===== config.mk =====
export PLATFORM = sky130hd
export DESIGN_NAME = leaf_user_rx_fifo
export DESIGN_NICKNAME = d
export VERILOG_FILES = /design/src/rtl/leaf_pkg.sv /design/src/rtl/leaf_user_rx_fifo.sv
export SDC_FILE = /design/constraint.sdc
export NUM_CORES = 1
export LEC_CHECK = 0
export BUFFER_PORTS_ARGS = -buffer_cell sky130_fd_sc_hd__buf_2
export CAP_MARGIN = 20
export CORE_MARGIN = 4
export CORE_UTILIZATION = 30
export CTS_BUF_LIST = sky130_fd_sc_hd__clkbuf_2 sky130_fd_sc_hd__clkbuf_4 sky130_fd_sc_hd__clkbuf_8
export DETAILED_ROUTE_END_ITERATION = 6
export PLACE_DENSITY_LB_ADDON = 0.2
export REMOVE_ABC_BUFFERS = 1
export SLEW_MARGIN = 0
export SYNTH_ARGS = -nofsm -noshare
export SYNTH_HDL_FRONTEND = slang
export SYNTH_SLANG_ARGS = --single-unit

===== constraint.sdc =====
create_clock -name clk_user -period 2.37 [get_ports clk_user]
set_input_delay 0.474 -clock clk_user [delete_from_list [all_inputs] [get_ports clk_user]]
set_output_delay 0.474 -clock clk_user [all_outputs]
set_load 0.05 [all_outputs]

===== src/rtl/leaf_pkg.sv =====
// Shared leaf-interface definitions: payload width, port index width and the
// payload word type used by the user-side receivers.
package leaf_pkg;

    localparam int unsigned PAYLOAD_BITS  = 32;
    localparam int unsigned NUM_PORT_BITS = 4;

    typedef logic [PAYLOAD_BITS-1:0] leaf_word_t;

endpackage


===== src/rtl/leaf_user_rx_fifo.sv =====
// Kernel-side receiver for one leaf input port: accepts words on the valid/ack
// handshake, buffers them and exposes an ap_fifo-style read port (empty_n/read).
module leaf_user_rx_fifo #(
    parameter int unsigned PAYLOAD_BITS = leaf_pkg::PAYLOAD_BITS,
    parameter int unsigned DEPTH        = 4,
    parameter int unsigned CNT_BITS     = 16
) (
    input  logic                    clk_user,
    input  logic                    reset,
    input  logic [PAYLOAD_BITS-1:0] dout_leaf_interface2user,
    input  logic                    vld_interface2user,
    output logic                    ack_user2interface,
    output logic [PAYLOAD_BITS-1:0] kdout,
    output logic                    kempty_n,
    input  logic                    kread,
    output logic [CNT_BITS-1:0]     rx_count,
    output logic                    overflow_err
);

    localparam int unsigned         PTR_BITS = $clog2(DEPTH);
    localparam logic [PTR_BITS:0]   FULL_CNT = (PTR_BITS + 1)'(DEPTH);

    logic [PAYLOAD_BITS-1:0] r_mem [DEPTH];
    logic [PTR_BITS-1:0]     r_wr_ptr;
    logic [PTR_BITS-1:0]     r_rd_ptr;
    logic [PTR_BITS:0]       r_count;
    logic [CNT_BITS-1:0]     r_rx_count;
    logic                    r_overflow_err;

    logic w_full;
    logic w_nonempty;
    logic w_ack;
    logic w_push;
    logic w_pop;

    // Ack depends only on registered occupancy, never on vld, so the
    // interface sees no combinational loop through this block.
    assign w_full     = (r_count == FULL_CNT);
    assign w_nonempty = (r_count != '0);
    assign w_ack      = ~w_full;
    assign w_push     = vld_interface2user & w_ack;
    assign w_pop      = kread & w_nonempty;

    // Storage is not reset: contents are don't-care until written.
    always_ff @(posedge clk_user) begin
        if (w_push) begin
            r_mem[r_wr_ptr] <= dout_leaf_interface2user;
        end
    end

    always_ff @(posedge clk_user or posedge reset) begin
        if (reset) begin
            r_wr_ptr       <= '0;
            r_rd_ptr       <= '0;
            r_count        <= '0;
            r_rx_count     <= '0;
            r_overflow_err <= 1'b0;
        end else begin
            if (w_push) begin
                r_wr_ptr   <= r_wr_ptr + 1'b1;
                r_rx_count <= r_rx_count + 1'b1;
            end
            if (w_pop) begin
                r_rd_ptr <= r_rd_ptr + 1'b1;
            end
            case ({w_push, w_pop})
                2'b10:   r_count <= r_count + 1'b1;
                2'b01:   r_count <= r_count - 1'b1;
                default: r_count <= r_count;
            endcase
            // Only reachable if the ack path is overridden at gate level.
            if (w_push && w_full) begin
                r_overflow_err <= 1'b1;
            end
        end
    end

    assign ack_user2interface = w_ack;
    assign kempty_n           = w_nonempty;
    assign kdout              = r_mem[r_rd_ptr];
    assign rx_count           = r_rx_count;
    assign overflow_err       = r_overflow_err;

endmodule


; ---- After elaboration in Yosys (flattened, before gate mapping)
; Memory sizes are Yosys's and may differ from the RTL's.
; Index checks and enable logic that the tools add are counted.
[word_totals]
regBits = 24
mem_bits_rw = 128
inputBits = 36
wordCells = 23
n_memories = 1
[memory_table]
columns = memory, depth, word_bits, rd, rd_clocked_by_memory_dff, write_ports, line_no
row1 = r_mem, 4, 32, 1, 0, 1, leaf_user_rx_fifo.sv:23  ; logic [PAYLOAD_BITS-1:0] r_mem [DEPTH];
[op_classes]
n_addsub = 5
eq_ne = 3
n_mux = 3
n_bitwise = 3
reduce_logical = 3
[op_table]
columns = op, n
row1 = adder 16 x 1 -> 16 bit (second input constant), 1
row2 = case mux 3 bit (2 select lines), 1
row3 = adder 2 x 1 -> 2 bit (second input constant), 2
row4 = adder 3 x 1 -> 3 bit (second input constant), 1
row5 = equality test 3 bit (second input constant), 1
row6 = nonzero test 3 bit, 1
row7 = subtractor 3 x 1 -> 3 bit (second input constant), 1
row8 = bitwise AND 1 bit, 2
row9 = equality test 2 x 1 -> 1 bit (second input constant), 1
row10 = equality test 2 bit (second input constant), 1
row11 = two-way mux 1 bit, 2
row12 = nonzero test 2 bit, 1
row13 = logical AND 1 bit, 1
row14 = inverter 1 bit, 1

; ---- Longest topological paths before layout
[depth]
word_depth = 5
ltp_mapped = 11

; ---- Worst setup path before layout
; OpenSTA, ideal clock, no wires.
[synth_timing]
path_type = register -> register
start = reg r_count[0]
end = reg r_count[2]
setup_time_ns = 0.079
arrival_time_ns = 2.190
t_required_ns = 2.291
setup_slack_ns = 0.101
path_stages_with_launch = 12
n_path_buf = 1
path_cell_list = dfrtp_1 nor3b_2 inv_2 and2_4 buf_6 clkinv_2 ha_1 inv_1 fa_1 xor2_1 nor2_1 xor2_1
[synth_via]
elab_chain_len = 5
elab_cells_between_ends = 11
classes_between = 2 x add/sub / 3 x eq/ne / 1 x mux / 3 x bitwise / 2 x reduce/logical
[synth_rtl]
columns = element, line_no
row1 = start: declaration, leaf_user_rx_fifo.sv:26  ; logic [PTR_BITS:0] r_count;
row2 = start signal: assignment, leaf_user_rx_fifo.sv:67  ; 2'b10: r_count <= r_count + 1'b1;
row3 = start signal: assignment, leaf_user_rx_fifo.sv:68  ; 2'b01: r_count <= r_count - 1'b1;
row4 = start signal: assignment, leaf_user_rx_fifo.sv:69  ; default: r_count <= r_count;
row5 = equality test 3 bit *, leaf_user_rx_fifo.sv:38  ; assign w_full = (r_count == FULL_CNT);
row6 = inverter 1 bit *, leaf_user_rx_fifo.sv:40  ; assign w_ack = ~w_full;
row7 = net ack_user2interface, leaf_user_rx_fifo.sv:12  ; output logic ack_user2interface,
row8 = bitwise AND 1 bit *, leaf_user_rx_fifo.sv:41  ; assign w_push = vld_interface2user & w_ack;
row9 = equality test 2 x 1 -> 1 bit / equality test 2 bit (equally long branches), leaf_user_rx_fifo.sv:66  ; case ({w_push, w_pop})
row10 = case mux 3 bit (2 select lines) / nonzero test 2 bit (equally long branches), n/a
; Mark *: on every way through the listed nets, which the timed path passes. The rest lies on a longest branch.
; A chain may end at the register's enable or synchronous reset.

; ---- Worst setup path in the final report
[layout_timing]
start = reg r_rd_ptr[0]
end = out kdout[15]
[layout_via]
elab_chain_len = 1
[layout_rtl]
columns = element, line_no
row1 = start: declaration, leaf_user_rx_fifo.sv:25  ; logic [PTR_BITS-1:0] r_rd_ptr;
row2 = start signal: assignment, leaf_user_rx_fifo.sv:64  ; r_rd_ptr <= r_rd_ptr + 1'b1;
row3 = memory (4 x 32 bit), n/a
row4 = end: declaration, leaf_user_rx_fifo.sv:13  ; output logic [PAYLOAD_BITS-1:0] kdout,
; No other way between the ends.

==> out/qor.csv <==
metric,value,unit
status,completed,
#FFs+latches synth,152,
First DRT Iteration DRCs,143,
crit-path max cell delay,510,ps
Async SR Flop Fraction,0.158,
"Avg Cell Area, Syn",21.4,µm²
Netlist cell types,29,
Synthesis Warnings,0,
CP startpoint kind,flop,
leakage,0.00258,µW
share of cells above drive strength 1,0.438,
DRC Markers,0,
"Primary FF master, synth",edfxtp_1,
Clock Skew,12.9,ps
Max transition margin,0.374,
Antenna Violating Nets Remaining,0,
Worst VDD drop,0.000504,V
vias,2810,
clock buffer depth,2,
Placeable Area,18800,µm²
worst-margin pin slew,938,ps
"Seq/Total Area, Yosys",0.772,
fmax,0.435,GHz
max cap viols,0,
critical-path cell list,"buf_6, mux4_2, buf_2",
Worst EP arrival,1830,ps
TritonCTS clock tree,yes,
CTS Root Cell,clkbuf_8,
Initial Utilization,0.307,
Syn Inst Count,269,
Sink Count,152,
"Slowest-stage cell, CP",mux4_2,
vias in the first global route,3173,
port buffer count,86,
Hold Buf Count CTS,0,
Routed WL per cell,18.3,µm
vias per inst,4.54,
worst hold path class,input port to async pin,
mapped cell area,5760,µm²
Post-synth EDFFs,128,
Die Height,147,µm
Hold Slack,104,ps
largest net degree at the start of global routing,33,
worst skew pair latency,440,ps
total gr overflow,0,
initial antenna violation count,0,
placer congestion estimate,0.758,
Synth top cells by count,"128 x edfxtp_1, 32 x mux4_2, 24 x dfrtp_1",
crit path capture type,output port,
synth top area cells,"edfxtp_1 67%, mux4_2 13%, dfrtp_1 10%, xnor2_1 2.4%, ha_1 1.3%",
Clock transition at path regs,80,ps
clock period minus worst slack,2300,ps
fin crit share,0.971,
Rows,50,
top cell type's share of synthesized area,0.668,
Slew Limit Fails,0,
die footprint,21500,µm²
most frequent cell after synthesis,edfxtp_1,
Total GRT Usage,0.114,
Pre-antenna DRT Iters,4,
post-DP HPWL,6.87,mm
P&R area growth vs syn,23.5,%
Crit Path Max Fanout,7,
H-Tree Depth,4,
# IOs,87,
total power per unit cell area,1410,nW/µm²
final WL,11.4,mm
RSZ-0062 raised after global routing,yes,
setup TNS,0,ps
critical path class,flop to output port,
die width,147,µm
Finish-stage setup viols,0,
CTS buffer count,17,
WP data required,1900,ps
first-pass GRT wire length,18.2,mm
Yosys top cell by area,edfxtp_1,
Final Hold Fails,0,
fin nets,414,
fillers,1734,
## critical path: cells and delay by family, from the launching register on
family | cells | cell delay [ps]
muxes | 1 | 510
DFF | 1 | 470
buffers and inverters | 2 | 410
## cell type report
class / instances / area (µm²) / area share
inverters: 8 / 31.3 / 0.00440
repair buffers: 93 / 703 / 0.0989
clock buffers: 19 / 249 / 0.0350
multi-input cells: 99 / 1230 / 0.173
flip-flops and latches: 152 / 4450 / 0.625
well taps: 234 / 293 / 0.0412
diodes: 1 / 2.50 / 0.000352
clock inverters: 13 / 154 / 0.0216
## placed cells by master (no fill, tap or decap), types with 5 or more instances in the layout
cell type / instances
clkbuf_8: 17
nand2_1: 9
inv_1: 6
ha_1: 6
mux4_2: 32
edfxtp_1: 128
buf_6: 28
nand4_1: 6
xnor2_1: 16
clkinv_2: 5
buf_2: 58
xor2_1: 5
dfrtp_1: 22
nand3_1: 6
## through the flow
stage	util	area (µm²)	cells	power (µW)	worst slack, ps
after floorplan	-	5690	259	6620	-336
after global placement	0.346	6490	584	7640	233
after detailed placement	0.346	6490	584	7680	139
after CTS	0.378	7100	620	10200	-59.9
after global routing	0.379	7110	618	10600	-57.4
final	0.379	7110	619	10000	69.8
## kinds of logic after synthesis
family          Yosys count  share of synthesized area
buf+inv                  18                     0.0161
xor+xnor                 21                     0.0320
flops                   152                      0.772
mux                      33                      0.127
compound gates            1                   0.000869
simple gates             37                     0.0354
fa+ha+maj                 7                     0.0165
## where the power goes
| part | total (µW) | internal [µW] | switching [µW] |
|---|---|---|---|
| Clock | 1990 | 1060 | 929 |
| Sequential | 3760 | 3510 | 252 |
| Combinational | 4300 | 1590 | 2710 |
| Total | 10000 | 6150 | 3890 |
## metal layers
layer	GRT usage	vias up	routed length [µm]
met2	0.185	85	5710
met3	0.0478	10	737
met5	0	-	0
li1	-	1275	-
met4	0.0381	0	119
met1	0.139	1440	4790
## state kept, by name (all words and copies together) (netlist names)
signal        count
rx_count         16
r_mem           128
overflow_err      1
r_rd_ptr          2
r_wr_ptr          2
r_count           3
## final timing paths
kind | start | to | slack, ps | cells past startpoint
worst max-delay path | r_rd_ptr[0]$_DFFE_PP0P_ | kdout[15] | 70 | 3
worst min-delay path | reset | rx_count[14]$_DFFE_PP0P_ | 100 | 2
worst max register to register | r_count[0]$_DFFE_PP0P_ | r_count[2]$_DFFE_PP0P_ | 190 | 10
worst min register to register | overflow_err$_DFFE_PP0P_ | overflow_err$_DFFE_PP0P_ | 380 | 0
max in group asynchronous | reset | r_wr_ptr[0]$_DFFE_PP0P_ | 1680 | 3
min in group clk_user | dout_leaf_interface2user[21] | r_mem[2][21]$_DFFE_PP_ | 240 | 1
## timing repair
action / in CTS / in global routing
cloned: 2 / 0
resized for setup: 43 / 24
pin swaps: 0 / 1
setup endpoints to repair: 27 / 33
endpoints found under the hold margin: 0 / 0
setup buffers: 2 / 0
Power figures use the tool's default switching activity.
